**src/rtl/cla_pipe_addsub_if.sv**
```systemverilog
// Operand/result handshake bundle for the pipelined CLA adder/subtractor.
interface cla_pipe_addsub_if #(
    parameter int DATA_WIDTH = 64,
    parameter int TAG_WIDTH  = 8
);
    logic                  in_valid;
    logic                  in_ready;
    logic [DATA_WIDTH-1:0] A;
    logic [DATA_WIDTH-1:0] B;
    logic                  cin;
    logic                  sub;
    logic [TAG_WIDTH-1:0]  tag_in;
    logic                  out_valid;
    logic                  out_ready;
    logic [DATA_WIDTH-1:0] sum;
    logic                  cout;
    logic                  ovf;
    logic                  zero;
    logic [TAG_WIDTH-1:0]  tag_out;

    modport master (
        output in_valid, A, B, cin, sub, tag_in, out_ready,
        input  in_ready, out_valid, sum, cout, ovf, zero, tag_out
    );

    modport slave (
        input  in_valid, A, B, cin, sub, tag_in, out_ready,
        output in_ready, out_valid, sum, cout, ovf, zero, tag_out
    );
endinterface

```
**src/rtl/cla_pipe_addsub.sv**
```systemverilog
// Pipelined carry-lookahead adder/subtractor: one CLA segment per stage, carry
// handed stage to stage through registers, valid/ready with per-stage backpressure.
module cla_seg #(
    parameter int W  = 16,
    parameter int BW = 4
) (
    input  logic [W-1:0] a,
    input  logic [W-1:0] b,
    input  logic         ci,
    output logic [W-1:0] s,
    output logic         co,
    output logic         c_top
);
    localparam int NG = W / BW;

    logic [W-1:0]  p, g, c;
    logic [NG-1:0] gg, pg;
    logic [NG:0]   cg;
    logic          t;

    assign p = a ^ b;
    assign g = a & b;

    // Group G/P chain the group carries; bit carries expand from the group carry-in.
    always_comb begin
        gg    = '0;
        pg    = '0;
        cg    = '0;
        c     = '0;
        t     = 1'b0;
        cg[0] = ci;
        for (int k = 0; k < NG; k++) begin
            pg[k] = 1'b1;
            for (int j = 0; j < BW; j++) begin
                gg[k] = g[k*BW+j] | (p[k*BW+j] & gg[k]);
                pg[k] = pg[k] & p[k*BW+j];
            end
            cg[k+1]  = gg[k] | (pg[k] & cg[k]);
            c[k*BW]  = cg[k];
            for (int j = 1; j < BW; j++) begin
                t = cg[k];
                for (int i = 0; i < j; i++)
                    t = g[k*BW+i] | (p[k*BW+i] & t);
                c[k*BW+j] = t;
            end
        end
    end

    assign s     = p ^ c;
    assign co    = cg[NG];
    assign c_top = c[W-1];
endmodule

module cla_pipe_addsub #(
    parameter int DATA_WIDTH  = 64,
    parameter int STAGES      = 4,
    parameter int BLOCK_WIDTH = 4,
    parameter int TAG_WIDTH   = 8
) (
    input logic              clk,
    input logic              rst,
    cla_pipe_addsub_if.slave bus
);
    localparam int SEG = DATA_WIDTH / STAGES;

    if (STAGES < 1 || BLOCK_WIDTH < 1 || (DATA_WIDTH % STAGES) != 0 ||
        ((DATA_WIDTH / STAGES) % BLOCK_WIDTH) != 0) begin : g_param_err
        $error("cla_pipe_addsub: illegal DATA_WIDTH/STAGES/BLOCK_WIDTH combination");
    end

    typedef struct packed {
        logic [DATA_WIDTH-1:0] a;
        logic [DATA_WIDTH-1:0] b;
        logic [DATA_WIDTH-1:0] sum;
        logic                  c;
        logic                  c_top;
        logic [TAG_WIDTH-1:0]  tag;
    } stage_t;

    stage_t                    st_in;
    stage_t                    src   [STAGES:1];
    stage_t                    st_nx [STAGES:1];
    stage_t                    st_q  [STAGES:1];
    logic [STAGES:1]           vld_q;
    logic [STAGES:0]           vld_pipe;
    logic [STAGES:1]           rdy;
    logic                      rdy_acc;
    logic [STAGES:1][SEG-1:0]  seg_sum;
    logic [STAGES:1]           seg_co, seg_top;
    logic                      unused_ok;

    assign vld_pipe = {vld_q, bus.in_valid};

    // Subtraction is folded in here so later stages only ever add.
    always_comb begin
        st_in     = '0;
        st_in.a   = bus.A;
        st_in.b   = bus.sub ? ~bus.B : bus.B;
        st_in.c   = bus.sub | bus.cin;
        st_in.tag = bus.tag_in;
    end

    always_comb begin
        src[1] = st_in;
        for (int s = 2; s <= STAGES; s++)
            src[s] = st_q[s-1];
    end

    for (genvar s = 1; s <= STAGES; s++) begin : g_seg
        cla_seg #(.W(SEG), .BW(BLOCK_WIDTH)) u_cla (
            .a     (src[s].a[(s-1)*SEG +: SEG]),
            .b     (src[s].b[(s-1)*SEG +: SEG]),
            .ci    (src[s].c),
            .s     (seg_sum[s]),
            .co    (seg_co[s]),
            .c_top (seg_top[s])
        );
    end

    always_comb begin
        for (int s = 1; s <= STAGES; s++) begin
            st_nx[s]                         = src[s];
            st_nx[s].sum[(s-1)*SEG +: SEG]   = seg_sum[s];
            st_nx[s].c                       = seg_co[s];
            st_nx[s].c_top                   = seg_top[s];
        end
    end

    // A stage can take a beat if it or any stage downstream of it has a free slot.
    always_comb begin
        rdy     = '0;
        rdy_acc = bus.out_ready;
        for (int s = STAGES; s >= 1; s--) begin
            rdy_acc = rdy_acc | ~vld_q[s];
            rdy[s]  = rdy_acc;
        end
    end

    always_ff @(posedge clk or posedge rst) begin
        if (rst) begin
            vld_q <= '0;
            for (int s = 1; s <= STAGES; s++)
                st_q[s] <= '0;
        end else begin
            for (int s = 1; s <= STAGES; s++) begin
                if (rdy[s]) begin
                    vld_q[s] <= vld_pipe[s-1];
                    if (vld_pipe[s-1])
                        st_q[s] <= st_nx[s];
                end
            end
        end
    end

    assign bus.in_ready  = rdy[1];
    assign bus.out_valid = vld_q[STAGES];
    assign bus.sum       = st_q[STAGES].sum;
    assign bus.cout      = st_q[STAGES].c;
    assign bus.ovf       = st_q[STAGES].c ^ st_q[STAGES].c_top;
    assign bus.zero      = vld_q[STAGES] && (st_q[STAGES].sum == '0);
    assign bus.tag_out   = st_q[STAGES].tag;

    // Already-summed operand bits and early top carries are dead once passed on.
    always_comb begin
        unused_ok = 1'b0;
        for (int s = 1; s <= STAGES; s++)
            unused_ok = unused_ok ^ (^st_q[s]);
    end
endmodule

```
**src/flat_wrapper.sv**
```systemverilog
// flat-port wrapper written by rule: the top's interface ports become plain ports
module cla_pipe_addsub_flat 
#(
    parameter int DATA_WIDTH  = 64,
    parameter int STAGES      = 4,
    parameter int BLOCK_WIDTH = 4,
    parameter int TAG_WIDTH   = 8
)
  (clk, rst, bus_in_valid, bus_A, bus_B, bus_cin, bus_sub, bus_tag_in, bus_out_ready, bus_in_ready, bus_out_valid, bus_sum, bus_cout, bus_ovf, bus_zero, bus_tag_out);
  cla_pipe_addsub_if #(.DATA_WIDTH(DATA_WIDTH), .TAG_WIDTH(TAG_WIDTH)) bus_i ();
  input logic clk;
  input logic rst;
  input wire logic [$bits(bus_i.in_valid)-1:0] bus_in_valid;
  input wire logic [$bits(bus_i.A)-1:0] bus_A;
  input wire logic [$bits(bus_i.B)-1:0] bus_B;
  input wire logic [$bits(bus_i.cin)-1:0] bus_cin;
  input wire logic [$bits(bus_i.sub)-1:0] bus_sub;
  input wire logic [$bits(bus_i.tag_in)-1:0] bus_tag_in;
  input wire logic [$bits(bus_i.out_ready)-1:0] bus_out_ready;
  output wire logic [$bits(bus_i.in_ready)-1:0] bus_in_ready;
  output wire logic [$bits(bus_i.out_valid)-1:0] bus_out_valid;
  output wire logic [$bits(bus_i.sum)-1:0] bus_sum;
  output wire logic [$bits(bus_i.cout)-1:0] bus_cout;
  output wire logic [$bits(bus_i.ovf)-1:0] bus_ovf;
  output wire logic [$bits(bus_i.zero)-1:0] bus_zero;
  output wire logic [$bits(bus_i.tag_out)-1:0] bus_tag_out;
  assign bus_i.in_valid = bus_in_valid;
  assign bus_i.A = bus_A;
  assign bus_i.B = bus_B;
  assign bus_i.cin = bus_cin;
  assign bus_i.sub = bus_sub;
  assign bus_i.tag_in = bus_tag_in;
  assign bus_i.out_ready = bus_out_ready;
  assign bus_in_ready = bus_i.in_ready;
  assign bus_out_valid = bus_i.out_valid;
  assign bus_sum = bus_i.sum;
  assign bus_cout = bus_i.cout;
  assign bus_ovf = bus_i.ovf;
  assign bus_zero = bus_i.zero;
  assign bus_tag_out = bus_i.tag_out;
  cla_pipe_addsub #(.DATA_WIDTH(DATA_WIDTH), .STAGES(STAGES), .BLOCK_WIDTH(BLOCK_WIDTH), .TAG_WIDTH(TAG_WIDTH)) u_core (.clk(clk), .rst(rst), .bus(bus_i));
endmodule
```
**config.mk**
```make
export PLATFORM = sky130hd
export DESIGN_NAME = cla_pipe_addsub_flat
export DESIGN_NICKNAME = d
export VERILOG_FILES = /design/src/rtl/cla_pipe_addsub_if.sv /design/src/rtl/cla_pipe_addsub.sv /design/src/flat_wrapper.sv
export SDC_FILE = /design/constraint.sdc
export NUM_CORES = 1
export LEC_CHECK = 0
export BUFFER_PORTS_ARGS = -buffer_cell sky130_fd_sc_hd__buf_2
export CORE_ASPECT_RATIO = 0.75
export CORE_MARGIN = 2
export CORE_UTILIZATION = 49
export DETAILED_ROUTE_END_ITERATION = 8
export PLACE_DENSITY = 0.69
export SLEW_MARGIN = 15
export SYNTH_ARGS = -nofsm -noshare
export SYNTH_HDL_FRONTEND = slang
export SYNTH_SLANG_ARGS = --single-unit
```
**constraint.sdc**
```tcl
create_clock -name clk -period 14.65 [get_ports clk]
set_input_delay 2.1975 -clock clk [delete_from_list [all_inputs] [get_ports clk]]
set_output_delay 2.1975 -clock clk [all_outputs]
set_load 0.005 [all_outputs]
```
# Yosys cells after proc, flatten, opt, wreduce, memory -nomap -nowiden
# Index checks and enable logic that the tools add are counted.
[totals]
input_bits = 142
regBits = 585
out_inout_bits = 77
[classes]
n_bitwise = 295
reduce_logical = 6
muxes = 1
[op_table]
columns = ["cell", "count"]
rows = [
  ["AND 1 bit", 160],
  ["XOR 16 bit", 8],
  ["OR 1 bit", 117],
  ["AND 16 bit", 4],
  ["logical NOT 64 bit", 1],
  ["two-way mux 64 bit", 1],
  ["NOT 64 bit", 1],
  ["AND reduction 2 bit", 4],
  ["NOT 1 bit", 4],
  ["logical AND 1 bit", 1],
  ["XOR 1 bit", 1],
]

# Longest topological paths before layout
[logic_depth]
word_depth = 21
ltp_mapped = 13
depth_no_buf = 11

# Hierarchy
# Synthesis repeated with hierarchy kept, for this count alone.
[hier_totals]
hier_cells = 1333
area_unflattened_um2 = 18495.2
[by_module_without_submodules]
columns = ["mod", "area_each_um2", "cells_per_inst", "seq_area_each_um2", "instances"]
rows = [
  ["cla_pipe_addsub", 15788.9, 1058, 9834.4, 1],
  ["cla_seg (u_core.g_seg[1].u_cla ...)", 676.9, 69, 0.0, 2],
  ["cla_seg (u_core.g_seg[2].u_cla)", 676.9, 68, 0.0, 1],
  ["cla_seg (u_core.g_seg[3].u_cla)", 675.6, 69, 0.0, 1],
]

# Worst setup path after synthesis
# OpenSTA, ideal clock, no wires.
[synth_path]
path_kind = "input port to flip-flop"
from = "in bus_sub"
to = "reg u_core.st_q, in the netlist u_core.src[227]"
required_ns = 14.567
n_path_buf = 2
path_stages = 13
slack_ns = 9.473
t_arrival_ns = 5.095
path_cell_list = "buf_2 > buf_2 > xor2_1 > ha_1 > o21ai_0 > o22ai_1 > o21ai_0 > o21ba_2 > fa_1 > fa_1 > fa_1 > xor2_1 > o21ai_0"
[synth_via]
elab_chain_cells = 20
word_cells_on_any_way = 44
classes_between = "mux (1); bitwise (43)"
[synth_rtl]
columns = ["item", "line", "rtl"]
rows = [
  ["start, declared", "flat_wrapper.sv:17", "input wire logic [$bits(bus_i.sub)-1:0] bus_sub;"],
  ["two-way mux 64 bit", "cla_pipe_addsub.sv:98", "st_in.b = bus.sub ? ~bus.B : bus.B;"],
  ["XOR 16 bit or AND 16 bit (tied branches)", "cla_pipe_addsub.sv:21, cla_pipe_addsub.sv:22", ""],
  ["AND 1 bit", "cla_pipe_addsub.sv:35", "gg[k] = g[k*BW+j] | (p[k*BW+j] & gg[k]);"],
  ["OR 1 bit", "cla_pipe_addsub.sv:35", ""],
  ["AND 1 bit", "cla_pipe_addsub.sv:35", ""],
  ["OR 1 bit", "cla_pipe_addsub.sv:35", ""],
  ["AND 1 bit", "cla_pipe_addsub.sv:35", ""],
  ["OR 1 bit", "cla_pipe_addsub.sv:35", ""],
  ["[4 not listed]", "--", ""],
  ["OR 1 bit", "cla_pipe_addsub.sv:38", "cg[k+1] = gg[k] | (pg[k] & cg[k]);"],
  ["AND 1 bit", "cla_pipe_addsub.sv:43", "t = g[k*BW+i] | (p[k*BW+i] & t);"],
  ["OR 1 bit", "cla_pipe_addsub.sv:43", ""],
  ["AND 1 bit", "cla_pipe_addsub.sv:43", ""],
  ["OR 1 bit", "cla_pipe_addsub.sv:43", ""],
  ["AND 1 bit", "cla_pipe_addsub.sv:43", ""],
  ["OR 1 bit", "cla_pipe_addsub.sv:43", ""],
  ["XOR 16 bit *", "cla_pipe_addsub.sv:49", "assign s = p ^ c;"],
  ["end signal, assigned by index", "cla_pipe_addsub.sv:149", "st_q[s] <= st_nx[s];"],
  ["end, declared", "cla_pipe_addsub.sv:83", "stage_t st_q [STAGES:1];"],
]
# Mark *: on every way between the ends. The rest lies on a longest branch, timed or not.
# A chain may end at the register's enable or synchronous reset.

# Worst setup path after layout
# Same ends and word-level chain as after synthesis.

==> impl_metrics.prom <==
# TYPE chip_impl_metric gauge
chip_impl_metric{name="routed_wirelength",unit="mm"} 41.9
chip_impl_metric{name="tritoncts.num_buffers",unit=""} 41
chip_impl_info{name="clock-root-buffer",value="sky130_fd_sc_hd__clkbuf_16"} 1
chip_impl_metric{name="crit_path_max_incr_delay",unit="ns"} 0.63
chip_impl_metric{name="timing.critical_path.arrival",unit="ns"} 6.01
chip_impl_metric{name="design.die.area",unit="sq mm"} 0.0393
chip_impl_metric{name="yosysSeqAreaShare",unit="%"} 53.2
chip_impl_metric{name="post-route-period-util",unit="%"} 38.0
chip_impl_metric{name="placedCellCount",unit=""} 2394
chip_impl_metric{name="drt_pass1_iterations",unit=""} 5
chip_impl_metric{name="r2r_cells",unit=""} 10
chip_impl_metric{name="pin_count",unit=""} 219
chip_impl_metric{name="grt_overflow",unit=""} 0
chip_impl_metric{name="worst_setup_hold_path_clk_slew",unit="ns"} 0.06
chip_impl_info{name="ys_dominant_reg_cell",value="sky130_fd_sc_hd__dfrtp_1"} 1
chip_impl_metric{name="power.ir.vdd_worst",unit="mV"} 0.0792
chip_impl_metric{name="worst_slew_pin_slew",unit="ns"} 1.08
chip_impl_metric{name="synth.net_count",unit=""} 2065
chip_impl_metric{name="coreArea",unit="sq mm"} 0.0371
chip_impl_metric{name="report.final.setup_viol",unit=""} 0
chip_impl_metric{name="finClkSkew",unit="ns"} 0.0161
chip_impl_metric{name="grtUsageTotal",unit="%"} 21.9
chip_impl_metric{name="syn_area",unit="sq mm"} 0.0185
chip_impl_metric{name="cellLeakagePower",unit="nW"} 10.6
chip_impl_metric{name="regArea",unit="sq mm"} 0.00983
chip_impl_metric{name="postCtsResizedCells",unit=""} 0
chip_impl_metric{name="route.detailed.wl_per_inst",unit="um"} 17.0
chip_impl_metric{name="yosysWarnings",unit=""} 0
chip_impl_metric{name="fp-row-count",unit=""} 61
chip_impl_info{name="path_type_of_the_worst_min_delay_path",value="reg -> reg"} 1
chip_impl_metric{name="synth_cell_types",unit=""} 49
chip_impl_info{name="cpMaxStageDelayCell",value="sky130_fd_sc_hd__buf_4"} 1
chip_impl_metric{name="critPathBufInv",unit=""} 2
chip_impl_metric{name="setup.reg_to_reg.worst_slack",unit="ns"} 10.82
chip_impl_metric{name="place.gp.congestion",unit=""} 0.868
chip_impl_metric{name="nFillCells",unit=""} 3272
chip_impl_metric{name="detail_route.vias_per_cell",unit=""} 5.09
chip_impl_metric{name="edff_count_synth",unit=""} 0
chip_impl_metric{name="final-max-slew-violation-count",unit=""} 0
chip_impl_metric{name="setup_tns",unit="ns"} 0
chip_impl_info{name="crit_type",value="in -> reg"} 1
chip_impl_metric{name="achievable-frequency",unit="GHz"} 0.180
chip_impl_metric{name="dr_total_vias",unit=""} 12600
chip_impl_metric{name="htree_levels",unit=""} 2
chip_impl_metric{name="timing.final.crit_period",unit="ns"} 5.56
chip_impl_metric{name="grt_pass1_wl",unit="mm"} 68.4
chip_impl_metric{name="die_x",unit="um"} 228
chip_impl_metric{name="count_of_port_buffers_added_during_placement",unit=""} 218
chip_impl_info{name="tritoncts",value="done"} 1
chip_impl_metric{name="grt_pass1_vias",unit=""} 12900
chip_impl_info{name="reg2reg_from",value="u_core.src[577]$_DFFE_PP0P_"} 1
chip_impl_metric{name="max_slew_margin",unit="%"} 28.0
chip_impl_metric{name="dr.first_iter.drc_count",unit=""} 744
chip_impl_metric{name="cts.repair_timing.setup_buffer_count",unit=""} 0
chip_impl_metric{name="hold_viol_final",unit=""} 0
chip_impl_metric{name="pin_count_of_the_biggest_net_entering_global_routing",unit=""} 179
chip_impl_info{name="worst_path_most_repeated_cell",value="sky130_fd_sc_hd__fa_1"} 1
chip_impl_info{name="cell_class_contributing_the_biggest_share_of_worst_path_delay",value="adder cells"} 1
chip_impl_metric{name="cts.hold.buffers_added",unit=""} 0
chip_impl_metric{name="initial_utilization",unit="%"} 49.8
chip_impl_info{name="worstHoldStart",value="u_core.src[630]$_DFFE_PP0P_"} 1
chip_impl_metric{name="antenna_left",unit=""} 0
chip_impl_metric{name="num-nets-final",unit=""} 2188
chip_impl_metric{name="drive_above_1_share",unit="%"} 20.4
chip_impl_metric{name="maxCapViolCount",unit=""} 0
chip_impl_metric{name="worst_ep_required_time",unit="ns"} 15.10
chip_impl_metric{name="timing.hold.worst_path_depth",unit=""} 2
chip_impl_info{name="worst_r2r_endpoint",value="u_core.src[663]$_DFFE_PP0P_"} 1
chip_impl_metric{name="grt_antenna_before_repair",unit=""} 1
chip_impl_metric{name="flow.area_growth_from_synthesis",unit="%"} 12.8
chip_impl_metric{name="detail_route.drc_violations",unit=""} 0
chip_impl_metric{name="clk-insertion-delay-late",unit="ns"} 0.54
chip_impl_info{name="critPathLaunch",value="bus_sub"} 1
chip_impl_metric{name="synthArstFlopShare",unit="%"} 100
chip_impl_info{name="worst_hold_path.endpoint",value="u_core.bus.sum[14]$_DFFE_PP0P_"} 1
chip_impl_metric{name="multi_input_area",unit="sq mm"} 0.00758
chip_impl_metric{name="synth_cells",unit=""} 1811
chip_impl_info{name="critical_path.cell_chain",value="buf_4, buf_4, xor2_1, ha_1, a211oi_1, o22ai_1, o21ai_0, o21ba_2, fa_1, fa_1, fa_1, xor2_1, o21ai_0"} 1
chip_impl_info{name="critPathCaptureType",value="flop"} 1
chip_impl_metric{name="clock-sinks",unit=""} 393
chip_impl_metric{name="critPathMaxFanout",unit=""} 39
chip_impl_metric{name="post_synth.cell_area_avg",unit="sq um"} 10.2
chip_impl_metric{name="fp.dieH",unit="um"} 172
chip_impl_info{name="rsz0062_at_grt",value="no"} 1
chip_impl_info{name="crit_path_start_kind",value="input pin"} 1
chip_impl_metric{name="post_layout_nonfiller_instances",unit=""} 2471
chip_impl_metric{name="power_density",unit="mW/mm^2"} 182
chip_impl_metric{name="clock_buffer_depth",unit=""} 3
chip_impl_metric{name="dp_hpwl",unit="mm"} 28.3
chip_impl_metric{name="insertedDiodeCount",unit=""} 0
chip_impl_info{name="run_status",value="completed"} 1
chip_impl_metric{name="synth-seq-cells",unit=""} 393
==> through the flow <==
stage | instance area (sq um) | hold WS (ns) | setup slack, ns | power, mW | utilization (%)
after global routing | 20900 | 0.483 | 8.83 | 4.07 | 56.2
after global placement | 19400 | 0.444 | 8.62 | 2.68 | 52.3
after detailed placement | 19400 | 0.449 | 8.52 | 2.72 | 52.3
final | 20900 | 0.463 | 9.09 | 3.80 | 56.2
after CTS | 20800 | 0.463 | 9.08 | 3.84 | 56.2
after floorplan | 18500 | 0.432 | 1.53 | 2.43 | -
==> placed cells by master (no fill, tap or decap), drive strengths merged, types with 8 or more instances in the layout <==
| cell | count |
|---|---|
| a211oi | 9 |
| a21oi | 16 |
| buf | 231 |
| clkbuf | 57 |
| clkinv | 12 |
| dfrtp | 393 |
| fa | 48 |
| ha | 64 |
| inv | 45 |
| mux2 | 97 |
| nand2 | 706 |
| nand4 | 8 |
| nor2 | 13 |
| nor4 | 14 |
| o21ai | 114 |
| xnor2 | 59 |
| xor2 | 22 |
==> flip-flops by register name, indices dropped and copies added (netlist names) <==
register            flops
u_core.src            315
u_core.bus.sum         64
u_core.bus.tag_out      8
u_core.vld_q            4
u_core.bus.cout         1
u_core.st_q             1
==> logic make-up (layout without fill, tap and decap cells) <==
kind of cell	count (synthesis)	count (layout)	synth area share, %
buf+inv	195	351	6.04
mux	98	98	5.96
simple gates	763	763	16.2
flops	393	393	53.2
fa+ha+maj	112	112	9.53
compound gates	169	169	5.21
xor+xnor	81	81	3.84
==> worst max-delay path by stage <==
stage / to / slack, ns / depth (start not counted)
after floorplan: u_core.bus.cout$_DFFE_PP0P_ / 1.53 / 1
after CTS: u_core.src[227]$_DFFE_PP0P_ / 9.08 / 13
after global placement: u_core.src[227]$_DFFE_PP0P_ / 8.62 / 13
after global routing: u_core.src[227]$_DFFE_PP0P_ / 8.83 / 13
final: u_core.src[227]$_DFFE_PP0P_ / 9.09 / 13
after detailed placement: u_core.src[227]$_DFFE_PP0P_ / 8.52 / 13
==> cell type report <==
| class | count | area share, % |
|---|---|---|
| Clock buffer | 57 | 5.70 |
| Clock inverter | 19 | 1.10 |
| Inverter | 44 | 0.828 |
| Multi-Input combinational cell | 1223 | 36.3 |
| Sequential cell | 393 | 47.2 |
| Tap cell | 504 | 3.02 |
| Timing Repair Buffer | 231 | 5.83 |
==> worst min-delay path, delay by kind of cell, from the launching register on <==
family | cells | cell delay [ns]
flops | 1 | 0.34
simple gates | 2 | 0.10
==> Yosys cell counts, types with 2 or more instances <==
cell / number / area [sq um]
sky130_fd_sc_hd__clkbuf_2: 4 / 20.0
sky130_fd_sc_hd__nor4_1: 14 / 87.6
sky130_fd_sc_hd__nand2_1: 706 / 2650
sky130_fd_sc_hd__o311ai_1: 2 / 17.5
sky130_fd_sc_hd__a211oi_1: 9 / 67.6
sky130_fd_sc_hd__ha_1: 64 / 801
sky130_fd_sc_hd__xnor2_1: 59 / 517
sky130_fd_sc_hd__a41oi_1: 4 / 35.0
sky130_fd_sc_hd__buf_2: 33 / 165
sky130_fd_sc_hd__o22ai_1: 5 / 31.3
sky130_fd_sc_hd__nor2_1: 12 / 45.0
sky130_fd_sc_hd__o211ai_1: 2 / 15.0
sky130_fd_sc_hd__o21ai_1: 4 / 20.0
sky130_fd_sc_hd__a21o_1: 4 / 30.0
sky130_fd_sc_hd__mux2_2: 91 / 1020
sky130_fd_sc_hd__nor3_1: 4 / 20.0
sky130_fd_sc_hd__clkbuf_1: 31 / 116
sky130_fd_sc_hd__dfrtp_1: 393 / 9830
sky130_fd_sc_hd__xor2_1: 22 / 193
sky130_fd_sc_hd__inv_1: 44 / 165
sky130_fd_sc_hd__a311o_1: 2 / 20.0
sky130_fd_sc_hd__nand4_1: 8 / 50.1
sky130_fd_sc_hd__a21oi_1: 16 / 80.1
sky130_fd_sc_hd__o21ai_0: 109 / 546
sky130_fd_sc_hd__a31oi_1: 2 / 12.5
sky130_fd_sc_hd__buf_4: 76 / 571
sky130_fd_sc_hd__buf_6: 7 / 78.8
sky130_fd_sc_hd__nand2b_1: 4 / 25.0
sky130_fd_sc_hd__and4_1: 2 / 17.5
sky130_fd_sc_hd__fa_1: 48 / 961
sky130_fd_sc_hd__o221ai_1: 4 / 35.0
sky130_fd_sc_hd__mux2_1: 6 / 67.6
sky130_fd_sc_hd__and3_1: 2 / 12.5
sky130_fd_sc_hd__nand3_1: 3 / 15.0
==> metal layers <==
metal  global-route usage, %  wire length [um]  vias up
met5                       0                 0        -
met3                    5.15              2470       71
met4                    6.17              1050        0
li1                        -                 -     6027
met2                    36.7             19600      278
met1                    28.8             18800     6212
==> report_power, final <==
group          internal [mW]  switching, mW  total [mW]
Sequential              1.44          0.275        1.71
Combinational          0.446          0.548       0.994
Clock                  0.657          0.436        1.09
No activity file was read; power rests on OpenSTA's default activity.
